### src/rtl/route_judge.sv
// ---------------------------------------------------------------------------
// route_judge
//   Per-router arbitration stage. Each cycle it samples the routed direction
//   of the X, Y and LOCAL input channels, arbitrates every output port with
//   its own round-robin pointer, applies downstream backpressure, and
//   registers a per-channel fail vector that the downstream fail-masking
//   stage uses to clear unsent directions. A per-channel retry counter
//   pulses drop when a channel has failed MAX_RETRY times in a row.
//
// Ports
//   clk         in   clock, rising edge
//   rst         in   synchronous active-high reset
//   enable      in   stage enable; 0 holds all state and outputs
//   dout_x      in   [1:0] X channel direction (00 NONE,01 X,10 Y,11 LOCAL)
//   dout_y      in   [1:0] Y channel direction
//   dout_local  in   [1:0] LOCAL channel direction
//   port_ready  in   [2:0] downstream ready: [2] X, [1] Y, [0] LOCAL out
//   fail        out  [2:0] registered fail: [2] X, [1] Y, [0] LOCAL channel
//   sel_x       out  [1:0] source granted X out (00 none,01 X,10 Y,11 LOCAL)
//   sel_y       out  [1:0] source granted Y out
//   sel_local   out  [1:0] source granted LOCAL out
//   drop        out  [2:0] one-cycle starvation pulse, bit order as fail
// ---------------------------------------------------------------------------
module route_judge #(
    parameter int MAX_RETRY = 7,
    parameter int CNT_W     = 3
) (
    input  logic       clk,
    input  logic       rst,
    input  logic       enable,
    input  logic [1:0] dout_x,
    input  logic [1:0] dout_y,
    input  logic [1:0] dout_local,
    input  logic [2:0] port_ready,
    output logic [2:0] fail,
    output logic [1:0] sel_x,
    output logic [1:0] sel_y,
    output logic [1:0] sel_local,
    output logic [2:0] drop
);

    // Internally channels and output ports share one index: 0 X, 1 Y, 2 LOCAL.
    // The wire code of index i is i+1.
    localparam logic [1:0]     CH_X   = 2'd0;
    localparam logic [CNT_W:0] LP_MAX = (CNT_W+1)'(MAX_RETRY);

    function automatic logic [1:0] next_ch(input logic [1:0] ch);
        return (ch == 2'd2) ? 2'd0 : ch + 2'd1;
    endfunction

    logic [1:0]     w_dout      [3];
    logic [2:0]     w_ready;
    logic           w_win_valid [3];
    logic [1:0]     w_win_ch    [3];
    logic [1:0]     w_ptr_nxt   [3];
    logic [1:0]     w_sel_nxt   [3];
    logic [2:0]     w_grant;
    logic [2:0]     w_fail_ch;
    logic [2:0]     w_drop_ch;
    logic [CNT_W:0] w_inc       [3];
    logic [CNT_W-1:0] w_cnt_nxt [3];

    logic [1:0]       r_ptr [3];
    logic [1:0]       r_sel [3];
    logic [CNT_W-1:0] r_cnt [3];
    logic [2:0]       r_fail_ch;
    logic [2:0]       r_drop_ch;

    assign w_dout[0] = dout_x;
    assign w_dout[1] = dout_y;
    assign w_dout[2] = dout_local;
    // port_ready is MSB-first (X at bit 2); flip it to the internal index.
    assign w_ready   = {port_ready[0], port_ready[1], port_ready[2]};

    // Round-robin scan per output port, starting at the port's pointer.
    always_comb begin : arbitrate
        logic [1:0] v_cand;
        // NOTE: every variable gets a default before any conditional write,
        // so no path leaves a value unassigned and no latch is inferred.
        w_grant = '0;
        v_cand  = CH_X;
        for (int p = 0; p < 3; p++) begin
            w_win_valid[p] = 1'b0;
            w_win_ch[p]    = CH_X;
            w_ptr_nxt[p]   = r_ptr[p];
            w_sel_nxt[p]   = 2'b00;
            v_cand         = r_ptr[p];
            for (int k = 0; k < 3; k++) begin
                if (!w_win_valid[p] && w_ready[p] && (w_dout[v_cand] == 2'(p + 1))) begin
                    w_win_valid[p] = 1'b1;
                    w_win_ch[p]    = v_cand;
                end
                v_cand = next_ch(v_cand);
            end
            if (w_win_valid[p]) begin
                w_ptr_nxt[p]        = next_ch(w_win_ch[p]);
                w_sel_nxt[p]        = w_win_ch[p] + 2'd1;
                w_grant[w_win_ch[p]] = 1'b1;
            end
        end
    end

    // A requesting channel that was not granted has failed, whether it lost
    // contention or its port was back-pressured.
    always_comb begin : retry
        for (int c = 0; c < 3; c++) begin
            w_fail_ch[c] = (w_dout[c] != 2'b00) && !w_grant[c];
            w_inc[c]     = {1'b0, r_cnt[c]} + 1'b1;
            w_drop_ch[c] = 1'b0;
            w_cnt_nxt[c] = '0;
            if (w_fail_ch[c]) begin
                if (w_inc[c] == LP_MAX) begin
                    w_drop_ch[c] = 1'b1;
                end else begin
                    w_cnt_nxt[c] = w_inc[c][CNT_W-1:0];
                end
            end
        end
    end

    // NOTE: sequential state uses non-blocking assignments so every register
    // samples the pre-edge values, independent of statement order.
    always_ff @(posedge clk) begin
        if (rst) begin
            for (int i = 0; i < 3; i++) begin
                r_ptr[i] <= CH_X;
                r_sel[i] <= 2'b00;
                r_cnt[i] <= '0;
            end
            r_fail_ch <= '0;
            r_drop_ch <= '0;
        end else if (enable) begin
            for (int i = 0; i < 3; i++) begin
                r_ptr[i] <= w_ptr_nxt[i];
                r_sel[i] <= w_sel_nxt[i];
                r_cnt[i] <= w_cnt_nxt[i];
            end
            r_fail_ch <= w_fail_ch;
            r_drop_ch <= w_drop_ch;
        end
    end

    assign sel_x     = r_sel[0];
    assign sel_y     = r_sel[1];
    assign sel_local = r_sel[2];
    assign fail      = {r_fail_ch[0], r_fail_ch[1], r_fail_ch[2]};
    assign drop      = {r_drop_ch[0], r_drop_ch[1], r_drop_ch[2]};

endmodule
### config.mk
export PLATFORM = sky130hd
export DESIGN_NAME = route_judge
export DESIGN_NICKNAME = d
export VERILOG_FILES = /design/src/rtl/route_judge.sv
export SDC_FILE = /design/constraint.sdc
export NUM_CORES = 1
export LEC_CHECK = 0
export ABC_CLOCK_PERIOD_IN_PS = 2800
export CORE_MARGIN = 8
export CORE_UTILIZATION = 54
export DETAILED_ROUTE_END_ITERATION = 16
export PLACE_DENSITY_LB_ADDON = 0.05
export REMOVE_ABC_BUFFERS = 1
export SYNTH_ARGS = -nofsm -noshare
export SYNTH_HDL_FRONTEND = slang
export SYNTH_SLANG_ARGS = --single-unit
### constraint.sdc
create_clock -name clk -period 2.8 [get_ports clk]
set_clock_uncertainty 0.2 [all_clocks]
set_input_delay 0.56 -clock clk [delete_from_list [all_inputs] [get_ports clk]]
set_output_delay 0.56 -clock clk [all_outputs]
set_load 0.02 [all_outputs]
Word level (Yosys, flattened, before mapping)

Memory sizes are Yosys's and may differ from the RTL's.
Cells that the tools add are included.

Flip-flop bits (word level): 6
Bits in writable memories: 21
Input bits: 12
Output and inout bits: 12
Logic and storage cells: 201
Memories kept: 3

Memories:

| memory | depth | bits a word | rd ports | clocked after memory_dff | wr ports | RTL line | source |
|---|---|---|---|---|---|---|---|
| r_cnt  | 3     | 3           | 3        | 0                        | 3        | 65       | `logic [CNT_W-1:0] r_cnt [3];` |
| r_ptr  | 3     | 2           | 3        | 0                        | 3        | 63       | `logic [1:0] r_ptr [3];` |
| r_sel  | 3     | 2           | 3        | 0                        | 3        | 64       | `logic [1:0] r_sel [3];` |

Add/sub/neg operators: 12
Magnitude comparators: 15
Equality and inequality tests: 21
Multiplexer cells: 95
Bitwise gates (word level): 20
Reductions and logical operators: 33

Operators by type and width:

| cell                                                                                 | number |
|---|---|
| 2-bit two-way mux                                                                    | 48 |
| 2-bit binary-select mux with 2-bit select                                            | 9 |
| 3-bit two-way mux                                                                    | 12 |
| 2-bit equality test (second input constant)                                          | 15 |
| 3-bit greater-or-equal comparator (second input constant)                            | 9 |
| 2-bit inverter with 3-bit output                                                     | 9 |
| 1-bit two-way mux                                                                    | 23 |
| 1-bit logical AND                                                                    | 21 |
| 2-bit by 1-bit adder with 2-bit output (second input constant)                       | 9 |
| 3-bit by 1-bit adder with 4-bit output (second input constant)                       | 3 |
| 4-bit by 3-bit equality test with 1-bit output (second input constant)               | 3 |
| 1-bit logical NOT                                                                    | 9 |
| 2-bit by 3-bit < comparator with 1-bit output (second input constant)                | 3 |
| 1-bit bitwise OR                                                                     | 9 |
| 1-bit demux with 2-bit select                                                        | 3 |
| 2-bit by 1-bit equality test with 1-bit output (second input constant)               | 3 |
| 2-bit by 1-bit greater-or-equal comparator with 1-bit output (second input constant) | 3 |
| 3-bit bitwise OR                                                                     | 2 |
| 2-bit nonzero test                                                                   | 3 |

Longest topological paths before layout

Depth in word-level cells: 28
Gate-level depth with buffers: 10
Gate-level depth less buffers: 10

Worst setup path before layout

No wires, ideal clock.

Path kind: register to register
Start: memory r_ptr[1][1] (netlist: r_ptr[0][3])
End: memory r_cnt[2][2] (netlist: r_cnt[0][8]), data pin
Library setup time: 0.157 ns
Data arrival time: 2.063 ns
Required time: 2.443 ns
Path slack: 0.380 ns
Stages on the path, launching flop included: 9
Buffers on the path: 1
Clock period less this slack: 2.420 ns
Path through: edfxtp_1 clkbuf_1 o21ai_0 o211ai_1 a21oi_1 inv_1 ha_1 a221o_1 nor3_1

RTL lines:

| element     | RTL line |
|---|---|
| from (decl) | 63 |
| to (decl)   | 65 |

==> metrics.csv <==
stage;metric;value;unit
route;wl;3883;um
cells_and_area;antennaDiodeCount;0;
cells_and_area;post-route-util;0.7279;
pwr;p_seq_frac;0.547;
pwr;swShare;0.2935;
clocking;cts_buffer_depth;2;
logic_synthesis;netlist_top_cells_area;edfxtp_1 (37%), ha_1 (11%), dfxtp_1 (7.0%);
critical_path;r2r_cells;8;
route;ant_nets;0;
logic_synthesis;synth.distinct_cells;37;
run;drv_cap;0;
global_route;grt_first_pass_wirelength;6313;um
floorplan;dieArea;5263;um^2
logic_synthesis;synth_edf_count;21;
logic_synthesis;netlist_area;1727;um^2
critical_path;crit_required;2790;ps
place;port_buffers;23;
logic_synthesis;synth_top_area_cell;edfxtp_1;
sta;setup_violations;0;
route;drt_iter0_markers;102;
pwr;p_per_area;398.8;nW/um^2
sta;report.final.slew_viol_count;0;
floorplan;initial_core_util;0.5656;
pwr;power;0.0008863;W
sta;tightest_slew;567.7;ps
clocking;h-tree-depth;1;
clocking;cts_sinks;27;
pwr;power.share.clock;0.206;
logic_synthesis;synth_top_family_by_area;simple AND/OR/NAND/NOR gates;
logic_synthesis;synth_top_cell_area_share;0.3652;
logic_synthesis;synth_compound_area_frac;0.1746;
global_route;grt_pass1_vias;1495;
logic_synthesis;yosys.area_share.xor_xnor;0.01522;
clocking;path_clk_slew;150;ps
critical_path;end_kind;register;
logic_synthesis;synth_commonest_cells;edfxtp_1 (21), nand2_1 (20), nor3_1 (18);
sta;whs;255.4;ps
sta;period_share;0.9668;
logic_synthesis;seq_area_frac_synth;0.4348;
hold_path;min_to;r_fail_ch[1];
outcome;outcome;completed;
route;wl_per_cell;14.49;um
logic_synthesis;synth.mux.area_fraction;0.01739;
logic_synthesis;syn_inst;178;
floorplan;fp.dieH;72.55;um
logic_synthesis;synth_area_per_cell;9.700;um^2
place;dp_hpwl;3072;um
logic_synthesis;synthAdderAreaFrac;0.1087;
critical_path;cp-start-kind;input pin;
place;placed_cells;263;
cells_and_area;layout.cells.non_filler;268;
logic_synthesis;ys_async_sr_fraction;0;
hold_path;hold_class;reg -> reg;
pwr;ir_worst_vdd;0.0002793;V
sta;min_period;2707;ps
pwr;p_leak;0.9064;nW
critical_path;path_class;in -> reg;
clocking;worstSkewPairLatency;340;ps
critical_path;crit_arrival;2690;ps
floorplan;die_w;72.55;um
critical_path;rrSetupSlack;170;ps
clocking;cts_tree;done;
place;preCtsSetupSlack;-280.8;ps
critical_path;critical_path.cell_chain;clkdlybuf4s50_1 > mux2i_2 > o21a_1 > nor2_1 > mux2i_1 > nor2_1 > ha_1 > a221o_1 > nor3_1;
route;vias_per_cell;5.459;
logic_synthesis;synth_flop_cell;edfxtp_1;
global_route;grt_overflow;0;
critical_path;worst_path_max_delay_cell;clkdlybuf4s50_1;
logic_synthesis;synth-seq-cells;27;
critical_path;timing.rr.end;r_cnt[0][8];
clocking;cts_root_buffer;clkbuf_4;
sta;fin_ws;92.98;ps
place;gp_congestion;0.8122;
sta;max_clock_freq;0.3694;GHz
critical_path;cpMostUsedCell;nor2_1;
critical_path;critPathMaxStageDelay;530;ps
hold_path;whs_path_depth;2;
critical_path;reg2reg_from;r_ptr[0][2];
critical_path;crit_fanout;5;
logic_synthesis;synth.most_common_cell;edfxtp_1;
route;drtPass1Iterations;5;
route;drc;0;
global_route;grt_max_degree;17;
floorplan;coreArea;3053;um^2
global_route;antenna_found_initial;0;
global_route;grt_usage;0.1494;
cells_and_area;nets;252;
floorplan;fp-row-count;20;
sta;finalHoldViolCount;0;
sta;slew_headroom;0.6211;
floorplan;io_pins;24;
pwr;comb_power_share;0.247;
cells_and_area;layout-drive-gt1-share;0.1518;
hold_path;worstHoldStart;r_fail_ch[1];
pwr;internal_power;0.0006262;W
cells_and_area;syn_to_final_growth;28.70;%
route;num_vias;1463;
clocking;cts_made_buffers;3;
logic_synthesis;yosys_warnings;0;
pwr;power_switching;0.0002601;W
logic_synthesis;synthSimpleGateAreaFrac;0.2116;
==> cell type report <==
type / count / area (um^2)
Clock inverter: 1 / 6.256
Fill cell: 242 / 830.8
Tap cell: 44 / 55.05
Multi-Input combinational cell: 134 / 934.6
Timing Repair Buffer: 45 / 400.4
Sequential cell: 27 / 750.7
Inverter: 14 / 52.55
Clock buffer: 3 / 22.52
==> cell families after synthesis <==
family                   count (synthesis)
AND/OR/NAND/NOR                         71
flip-flops                              27
XOR/XNOR                                 3
multiplexers                             3
AO/OA/AOI/OAI                           42
buffers and inverters                   17
adder cells (fa/ha/maj)                 15
==> cell usage in the layout, fill, tap and decap left out, types with 3 or more instances in the layout <==
master and n:
buf_4 22, clkdlybuf4s50_1 21, edfxtp_1 21, nand2_1 20
nor3_1 18, ha_1 15, inv_1 14, nand2b_1 7
a21oi_1 6, nor2_1 6, dfxtp_1 6, o21ai_0 5
nor2b_1 5, nand3b_1 4, o21ai_1 4, nor2b_2 3
o211a_1 3, a31oi_1 3, xnor2_1 3, clkbuf_4 3
==> power groups by stage <==
stage	Combinational (W)	Clock (W)	Sequential, W
3_5_place_dp	0.000212	0	0.000493
5_1_grt	0.000241	0.000195	0.000490
3_3_place_gp	0.000205	0	0.000491
4_1_cts	0.000214	0.000190	0.000484
6_report	0.000219	0.000183	0.000485
2_1_floorplan	0.000103	0	0.000500
==> how the worst max path moves through the flow <==
| stage | start | end | slack (ps) | cells after the start |
|---|---|---|---|---|
| floorplan | dout_y[1] | r_cnt[0][8] | 380 | 8 |
| global placement | dout_y[1] | r_cnt[0][3] | -190 | 11 |
| detailed placement | dout_y[0] | r_cnt[0][8] | -280 | 10 |
| CTS | dout_y[0] | r_cnt[0][8] | 70 | 10 |
| global route | dout_local[1] | r_cnt[0][8] | -10 | 9 |
| finish | dout_x[1] | r_cnt[0][8] | 90 | 9 |
==> metrics by stage <==
stage	cell area, um^2	setup TNS (ps)
global placement	2157	-1666
global route	2222	-16.81
detailed placement	2157	-2603
finish	2222	0
floorplan	1714	0
CTS	2186	0
==> sequential cells by signal, summed over array words and instances, names as in the netlist <==
register   cells
r_sel          6
r_fail_ch      3
r_ptr          6
r_cnt          9
r_drop_ch      3
==> routing by layer <==
metal / GRT usage / up-vias / part of all wire
met4: 0.05333 / 0 / 0.017
met2: 0.2684 / 39 / 0.49
met1: 0.1689 / 678 / 0.43
met5: 0 / - / 0
li1: - / 739 / -
met3: 0.03030 / 7 / 0.060
==> critical path, delay by kind of cell <==
kind,cells,cell delay [ps]
AOI/OAI and AO/OA,2,630
buffers and inverters,1,530
and+or+nand+nor,3,410
muxes,2,360
adders and majority gates,1,210
==> timing repair <==
action / in CTS / in global routing
gates resized for setup: 0 / 10
hold buffers: 0 / 0
setup buffers: 0 / 1
setup endpoints to repair: 0 / 8
No activity file was read; power rests on OpenSTA's default activity.
